`src/rtl/video_pkg.sv`:
```
// Shared types and constants for the video frame sequencer.
package video_pkg;

  typedef enum logic [1:0] {
    IDLE  = 2'd0,
    RUN   = 2'd1,
    DRAIN = 2'd2
  } ctrl_state_t;

  localparam logic [1:0] CTRL_ADDR   = 2'd0;
  localparam logic [1:0] COLOR_ADDR  = 2'd1;
  localparam logic [1:0] STATUS_ADDR = 2'd2;

  localparam int DEFAULT_CD = 12;
  localparam int SOF_BIT    = DEFAULT_CD;

endpackage

```
`src/rtl/pix_fifo2.sv`:
```
// Two-entry pixel FIFO; head is always presented on dout.
module pix_fifo2 #(
  parameter int W = 13
) (
  input  logic         clk,
  input  logic         reset_n,
  input  logic         push,
  input  logic         pop,
  input  logic [W-1:0] din,
  output logic [W-1:0] dout,
  output logic         full,
  output logic         empty,
  output logic [1:0]   count
);

  logic [W-1:0] mem [2];
  logic         wr_ptr;
  logic         rd_ptr;
  logic [1:0]   cnt;

  // Push into a full FIFO is only legal alongside a pop: the slot written is the head being retired.
  always_ff @(posedge clk or negedge reset_n) begin
    if (!reset_n) begin
      mem[0] <= '0;
      mem[1] <= '0;
      wr_ptr <= 1'b0;
      rd_ptr <= 1'b0;
      cnt    <= 2'd0;
    end else begin
      if (push) begin
        mem[wr_ptr] <= din;
        wr_ptr      <= ~wr_ptr;
      end
      if (pop) rd_ptr <= ~rd_ptr;
      cnt <= cnt + {1'b0, push} - {1'b0, pop};
    end
  end

  assign dout  = mem[rd_ptr];
  assign full  = (cnt == 2'd2);
  assign empty = (cnt == 2'd0);
  assign count = cnt;

endmodule

```
`src/rtl/video_frame_ctrl.sv`:
```
// Raster-order frame sequencer feeding the VGA sync core pixel stream.
// Optional sof-pop frame counter at STATUS[31:16] enabled by VIDEO_FRAME_CNT_EN.
module video_frame_ctrl
  import video_pkg::*;
#(
  parameter int CD   = DEFAULT_CD,
  parameter int HMAX = 640,
  parameter int VMAX = 480
) (
  input  logic          clk,
  input  logic          reset_n,
  input  logic          cs,
  input  logic          write,
  input  logic          read,
  input  logic [13:0]   addr,
  input  logic [31:0]   wr_data,
  output logic [31:0]   rd_data,
  output logic [9:0]    x,
  output logic [9:0]    y,
  output logic          req,
  input  logic [CD-1:0] src_rgb,
  output logic [CD:0]   so_data,
  output logic          so_valid,
  input  logic          so_ready
);

  ctrl_state_t   state, next_state;
  logic [1:0]    ctrl_q;
  logic [CD-1:0] color_q;
  logic          shadow_bypass;
  logic [CD-1:0] shadow_color;
  logic          latch_shadow;
  logic          req_q;
  logic          pix_sof_q;
  logic          pix_byp_q;
  logic [CD-1:0] pix_color_q;
  logic          fifo_full, fifo_empty, pop;
  logic [1:0]    fifo_count;
  logic [2:0]    pending;
  logic [CD:0]   push_data;
  logic          wr_en, last_px, busy, in_frame;
  logic [15:0]   frame_cnt;

  assign wr_en   = cs & write;
  assign last_px = (x == 10'(HMAX - 1)) && (y == 10'(VMAX - 1));

  always_ff @(posedge clk or negedge reset_n) begin
    if (!reset_n) begin
      ctrl_q  <= 2'b00;
      color_q <= '0;
    end else if (wr_en) begin
      if (addr[1:0] == CTRL_ADDR)  ctrl_q  <= wr_data[1:0];
      if (addr[1:0] == COLOR_ADDR) color_q <= wr_data[CD-1:0];
    end
  end

  // Credit: pixels held plus the one in flight, less the one leaving this cycle, must stay below 2.
  assign pop     = so_valid & so_ready;
  assign pending = {1'b0, fifo_count} + {2'b00, req_q} - {2'b00, pop};
  assign req     = (state == RUN) && (pending < 3'd2);

  always_comb begin
    next_state   = state;
    latch_shadow = 1'b0;
    case (state)
      IDLE: begin
        if (ctrl_q[0] && fifo_empty) begin
          next_state   = RUN;
          latch_shadow = 1'b1;
        end
      end
      RUN: begin
        if (req && last_px) begin
          if (ctrl_q[0]) latch_shadow = 1'b1;
          else           next_state   = DRAIN;
        end
      end
      DRAIN: begin
        if (fifo_empty && !req_q) next_state = IDLE;
      end
      default: next_state = IDLE;
    endcase
  end

  always_ff @(posedge clk or negedge reset_n) begin
    if (!reset_n) begin
      state         <= IDLE;
      shadow_bypass <= 1'b0;
      shadow_color  <= '0;
      x             <= 10'd0;
      y             <= 10'd0;
      req_q         <= 1'b0;
      pix_sof_q     <= 1'b0;
      pix_byp_q     <= 1'b0;
      pix_color_q   <= '0;
    end else begin
      state <= next_state;
      req_q <= req;
      if (latch_shadow) begin
        shadow_bypass <= ctrl_q[1];
        shadow_color  <= color_q;
      end
      // Mode travels with each request so a shadow re-latch at frame wrap cannot touch the last pixel.
      if (req) begin
        pix_sof_q   <= (x == 10'd0) && (y == 10'd0);
        pix_byp_q   <= shadow_bypass;
        pix_color_q <= shadow_color;
        if (x == 10'(HMAX - 1)) begin
          x <= 10'd0;
          y <= (y == 10'(VMAX - 1)) ? 10'd0 : y + 10'd1;
        end else begin
          x <= x + 10'd1;
        end
      end
    end
  end

  assign push_data = {pix_sof_q, pix_byp_q ? pix_color_q : src_rgb};

  pix_fifo2 #(.W(CD + 1)) u_fifo (
    .clk     (clk),
    .reset_n (reset_n),
    .push    (req_q),
    .pop     (pop),
    .din     (push_data),
    .dout    (so_data),
    .full    (fifo_full),
    .empty   (fifo_empty),
    .count   (fifo_count)
  );

  assign so_valid = ~fifo_empty;
  assign busy     = (state != IDLE);
  assign in_frame = (state == RUN) && ((x != 10'd0) || (y != 10'd0));

`ifdef VIDEO_FRAME_CNT_EN
  always_ff @(posedge clk or negedge reset_n) begin
    if (!reset_n) begin
      frame_cnt <= 16'd0;
    end else if (wr_en && (addr[1:0] == STATUS_ADDR) && wr_data[31]) begin
      frame_cnt <= 16'd0;
    end else if (pop && so_data[CD]) begin
      frame_cnt <= frame_cnt + 16'd1;
    end
  end
`else
  assign frame_cnt = 16'd0;
`endif

  always_comb begin
    rd_data = '0;
    case (addr[1:0])
      CTRL_ADDR:   rd_data[1:0]    = ctrl_q;
      COLOR_ADDR:  rd_data[CD-1:0] = color_q;
      STATUS_ADDR: rd_data         = {frame_cnt, 14'd0, in_frame, busy};
      default:     rd_data         = '0;
    endcase
  end

  logic unused_ok;
  assign unused_ok = &{1'b0, read, addr[13:2], wr_data[31:CD], fifo_full};

endmodule

```
`config.mk`:
```
export PLATFORM = sky130hd
export DESIGN_NAME = video_frame_ctrl
export DESIGN_NICKNAME = d
export VERILOG_FILES = /design/src/rtl/video_pkg.sv /design/src/rtl/pix_fifo2.sv /design/src/rtl/video_frame_ctrl.sv
export SDC_FILE = /design/constraint.sdc
export NUM_CORES = 1
export LEC_CHECK = 0
export BUFFER_PORTS_ARGS = -buffer_cell sky130_fd_sc_hd__buf_2
export CAP_MARGIN = 20
export CORE_ASPECT_RATIO = 0.75
export CORE_MARGIN = 2
export CORE_UTILIZATION = 47
export DETAILED_ROUTE_END_ITERATION = 10
export GPL_TIMING_DRIVEN = 0
export PLACE_DENSITY = 0.83
export SKIP_LAST_GASP = 1
export SYNTH_ARGS = -nofsm -noshare
export SYNTH_HDL_FRONTEND = slang
export SYNTH_SLANG_ARGS = --single-unit
```
`constraint.sdc`:
```
create_clock -name clk -period 3.2 [get_ports clk]
set_input_delay 0.16 -clock clk [delete_from_list [all_inputs] [get_ports clk]]
set_output_delay 0.16 -clock clk [all_outputs]
set_load 0.02 [all_outputs]
```
==> results summary <==
The remaining antenna violation count after routing is 0. The CTS buffer count came out at 9. The worst setup path is of the reg2reg kind. The number of standard cells in the final layout excluding fillers is 674. The critical path startpoint category is a flip-flop.

The number of setup violations in the final report came out at 0. In this run the horizontal extent of the chip is 117 um. The biggest area contributor in the post-synthesis netlist is sky130_fd_sc_hd__dfrtp_1. The number of top-level pins came out at approximately 130.

The worst setup path is captured at a flip-flop. The effective utilization at floorplan is 48.9%. The worst path uses 99.2% of the clock period.

In the layout the commonest cells are sky130_fd_sc_hd__dfrtp_1, sky130_fd_sc_hd__buf_2, sky130_fd_sc_hd__nand2_1. The critical path's most frequent cell is sky130_fd_sc_hd__inv_2. The total half-perimeter wirelength after legalization and detailed placement came out at between 7 and 8 mm. The routed via count divided by cell count came out at 5.16. The highest achievable clock rate is 315 MHz. After synthesis, the cell types taking the most area are sky130_fd_sc_hd__dfrtp_1, sky130_fd_sc_hd__mux2_2, sky130_fd_sc_hd__nand2_1.

The clock reaches the later pin of the worst-skew pair after 0.34 ns. Max-cap violations in this run came to 0. The number of diodes added for antenna fixing came out at 0.

The proportion of netlist area held by the largest area contributor is 52.6%. In this run the clock root is driven by a sky130_fd_sc_hd__clkbuf_16. The number of antenna violations at the first check in global routing is 0. The number of pins exceeding their max-slew limit in the final report came to 0.

The first-pass GRT wire length came out at 16.3 mm. TritonCTS built the clock tree. The detailed-route wire length per cell came out at about 16 um.

The number of nets in the layout came out at about 600. The number of enable flip-flop cells after synthesis came out at 0. The number of standard cells after synthesis is between 400 and 500. The final period demand of the worst path is 3.17 ns. The maximum net fanout on the critical path is 3.

Cells fill roughly 62% of the core in the end. The arrival time of the worst setup path came out at 3.40 ns. The overall power came out at 5.07 mW. At the worst endpoint, the required time is 3.43 ns. The number of placed cells counting well taps is about 640. The total overflow left after global routing is 0. The design area is 5640 um^2. The detailed router's first-iteration violation count came out at 310. The areal power density over the cells came out at between 800 and 900 nW/um^2. A synthesized cell averages 10.7 um^2. For this run, the number of Yosys warnings is 0. In this run the standard cell core region covers 9160 um^2. Summing the sequential cell areas from Yosys gives 52.6% of the chip area. The worst vdd rail ir drop is 418 uV. On the worst path, the slowest cell contributes a delay of 0.58 ns. The area enclosed by the die boundary is 10,300 um^2. The number of sinks on the clock net came out at 94. The run finished with clean final reports. The path class of the tightest hold or removal check is in2reg. The fraction of layout instances using a drive strength above 1 came out at 36.3%.

The worst slew slack as a fraction of its limit is 61.2%. The final worst-path setup slack is 0.0266 ns. For this run, the leading register cell type out of synthesis is sky130_fd_sc_hd__dfrtp_1. The final weighted congestion of routability-driven global placement is 0.834. The leakage power total is roughly 2.8 nW. On the critical path the largest part of the delay comes from adder cells.

The most common cell after layout, fill and taps aside is sky130_fd_sc_hd__dfrtp_1. The H-tree was split into 3 levels. Walking the worst path, the cells encountered are nor2_2, inv_2, and2_4, ha_4, inv_1, ha_2, inv_2, fa_1, and3b_2, nand2_4, o41ai_4, buf_4, mux2_2. The number of failing hold endpoints at the final stage is 0. The post-synthesis sequential element count came out at 94.

The placed instances occupy a cell area of between 5000 and 6000 um^2. The critical path's slowest cell is sky130_fd_sc_hd__fa_1. The clock slew at the register clock pins of the worst setup and hold paths came out at roughly 0.070 ns. In the routed design, unresolved DRC markers number 0.

The worst-case setup slack after placement came out at -0.255 ns. The buffer levels on the longest clock path is 2. The synthesized netlist occupies a cell area of between 4000 and 5000 um^2.

The global router's overall resource usage came out at 20.8%. The total vias in the final route is 3,475. In the synthesized netlist the async set-or-reset flop fraction comes to 100%. Counting both buffers and inverters, the worst setup path holds a total of 4. The layout has 703 filler cells. The slew at the pin closest to its max-slew limit is between 0.5 and 0.6 ns. The worst-case clock skew came out at 0.00806 ns. Counting distinct cell types in the post-synthesis netlist gives 48. The number of global-route vias before repair came out at around 3,300. The port buffer count is 77. The number of placement rows came out at 30. The largest net degree at the start of global routing came out at 70.

The number of detailed-routing iterations run before antenna repair is 5. The height of the die is 88.5 um. For this block, the routed nets add up to 10.6 mm of wire. The layout-stage area growth over the synthesis result is 26.1%.
final timing paths:
kind	start	endpoint	slack, ns	cells after the start
worst max-delay path	u_fifo.count[1]$_DFF_PN0_	shadow_color[5]$_DFFE_PN0P_	0.03	13
worst min-delay path	wr_data[3]	color_q[3]$_DFFE_PN0P_	0.05	2
worst max register to register	u_fifo.count[1]$_DFF_PN0_	shadow_color[5]$_DFFE_PN0P_	0.03	13
worst min register to register	shadow_color[1]$_DFFE_PN0P_	pix_color_q[1]$_DFFE_PN0P_	0.47	2
max in group asynchronous	reset_n	u_fifo.mem[10]$_DFFE_PN0P_	2.25	3
min in group asynchronous	reset_n	y[6]$_DFFE_PN0P_	0.29	2
worst reg2reg max path, cell delays in order (launching register included):
cell and delay, ns:
sky130_fd_sc_hd__dfrtp_1 0.39, sky130_fd_sc_hd__nor2_2 0.15, sky130_fd_sc_hd__inv_2 0.07, sky130_fd_sc_hd__and2_4 0.16
sky130_fd_sc_hd__ha_4 0.22, sky130_fd_sc_hd__inv_1 0.07, sky130_fd_sc_hd__ha_2 0.18, sky130_fd_sc_hd__inv_2 0.04
sky130_fd_sc_hd__fa_1 0.58, sky130_fd_sc_hd__and3b_2 0.25, sky130_fd_sc_hd__nand2_4 0.08, sky130_fd_sc_hd__o41ai_4 0.35
sky130_fd_sc_hd__buf_4 0.21, sky130_fd_sc_hd__mux2_2 0.32
report_power, final:
part	switching [mW]	internal [mW]	total, mW
clock	0.463	0.631	1.09
sequential	0.282	1.58	1.86
combinational	1.17	0.943	2.12
Yosys cell counts, types with 2 or more instances:
| library cell | instances |
|---|---|
| sky130_fd_sc_hd__nand3_1 | 10 |
| sky130_fd_sc_hd__o31ai_1 | 5 |
| sky130_fd_sc_hd__and2_1 | 14 |
| sky130_fd_sc_hd__nand2b_1 | 3 |
| sky130_fd_sc_hd__and3_2 | 2 |
| sky130_fd_sc_hd__buf_2 | 3 |
| sky130_fd_sc_hd__ha_1 | 6 |
| sky130_fd_sc_hd__mux2i_1 | 14 |
| sky130_fd_sc_hd__nor2b_1 | 2 |
| sky130_fd_sc_hd__xnor2_1 | 5 |
| sky130_fd_sc_hd__nor2_1 | 19 |
| sky130_fd_sc_hd__mux2_2 | 42 |
| sky130_fd_sc_hd__buf_4 | 20 |
| sky130_fd_sc_hd__buf_1 | 2 |
| sky130_fd_sc_hd__nand2_1 | 70 |
| sky130_fd_sc_hd__xor2_1 | 6 |
| sky130_fd_sc_hd__dfrtp_1 | 94 |
| sky130_fd_sc_hd__inv_1 | 15 |
| sky130_fd_sc_hd__clkbuf_1 | 11 |
| sky130_fd_sc_hd__o21ai_0 | 24 |
| sky130_fd_sc_hd__nand4_1 | 5 |
| sky130_fd_sc_hd__nor4_1 | 3 |
| sky130_fd_sc_hd__nor3_1 | 2 |
| sky130_fd_sc_hd__o211ai_1 | 2 |
| sky130_fd_sc_hd__a21oi_1 | 16 |
per-layer routing:
metal	global-route usage (%)	wire length [um]
met1	29.4	4800
met5	0	0
met4	5.88	120
met3	4.38	623
met2	33.0	5090
cell type report:
type	instances	area, um^2	area share [%]
plain buffers	37	246	4.37
clock buffers	10	239	4.24
clock inverters	6	67.6	1.20
inverters	15	61.3	1.09
multi-input cells	291	1970	35.0
flip-flops and latches	94	2350	41.7
well taps	128	160	2.84
repair buffers	93	541	9.58
sequential cells by signal (all words and copies together), names as in the netlist:
register,cells
x,10
u_fifo.rd_ptr,1
pix_byp_q,1
shadow_color,12
y,10
color_q,12
shadow_bypass,1
pix_color_q,12
pix_sof_q,1
req_q,1
state,2
u_fifo.count,2
u_fifo.wr_ptr,1
ctrl_q,2
u_fifo.mem,26
per-stage QoR:
step	hold slack [ns]	TNS (ns)
2_1_floorplan	-0.136	0
3_3_place_gp	0.392	-1.80
3_5_place_dp	0.0996	-4.09
4_1_cts	0.0455	-0.0609
5_1_grt	0.0451	-1.02
6_report	0.0464	0
cells by family (layout without fill, tap and decap cells):
| logic type | Yosys count | count (layout) | share of synthesized area [%] |
|---|---|---|---|
| AOI/OAI and AO/OA | 52 | 52 | 6.91 |
| muxes | 56 | 56 | 13.7 |
| DFF | 94 | 94 | 52.6 |
| buffers and inverters | 52 | 161 | 6.29 |
| and+or+nand+nor | 145 | 145 | 16.2 |
| xor gates and xnor gates | 11 | 11 | 2.15 |
| adders and majority gates | 7 | 7 | 2.13 |
| other | 1 | 20 | 0.0838 |
what timing repair did:
item	CTS	global route
endpoints found under the hold margin	25	0
hold buffers	1	0
gates cloned	0	1
pin swaps	3	5
endpoints found under the setup margin	39	18
buffers inserted	5	8
gates resized for setup	10	21
No activity file was read; power rests on OpenSTA's default activity.
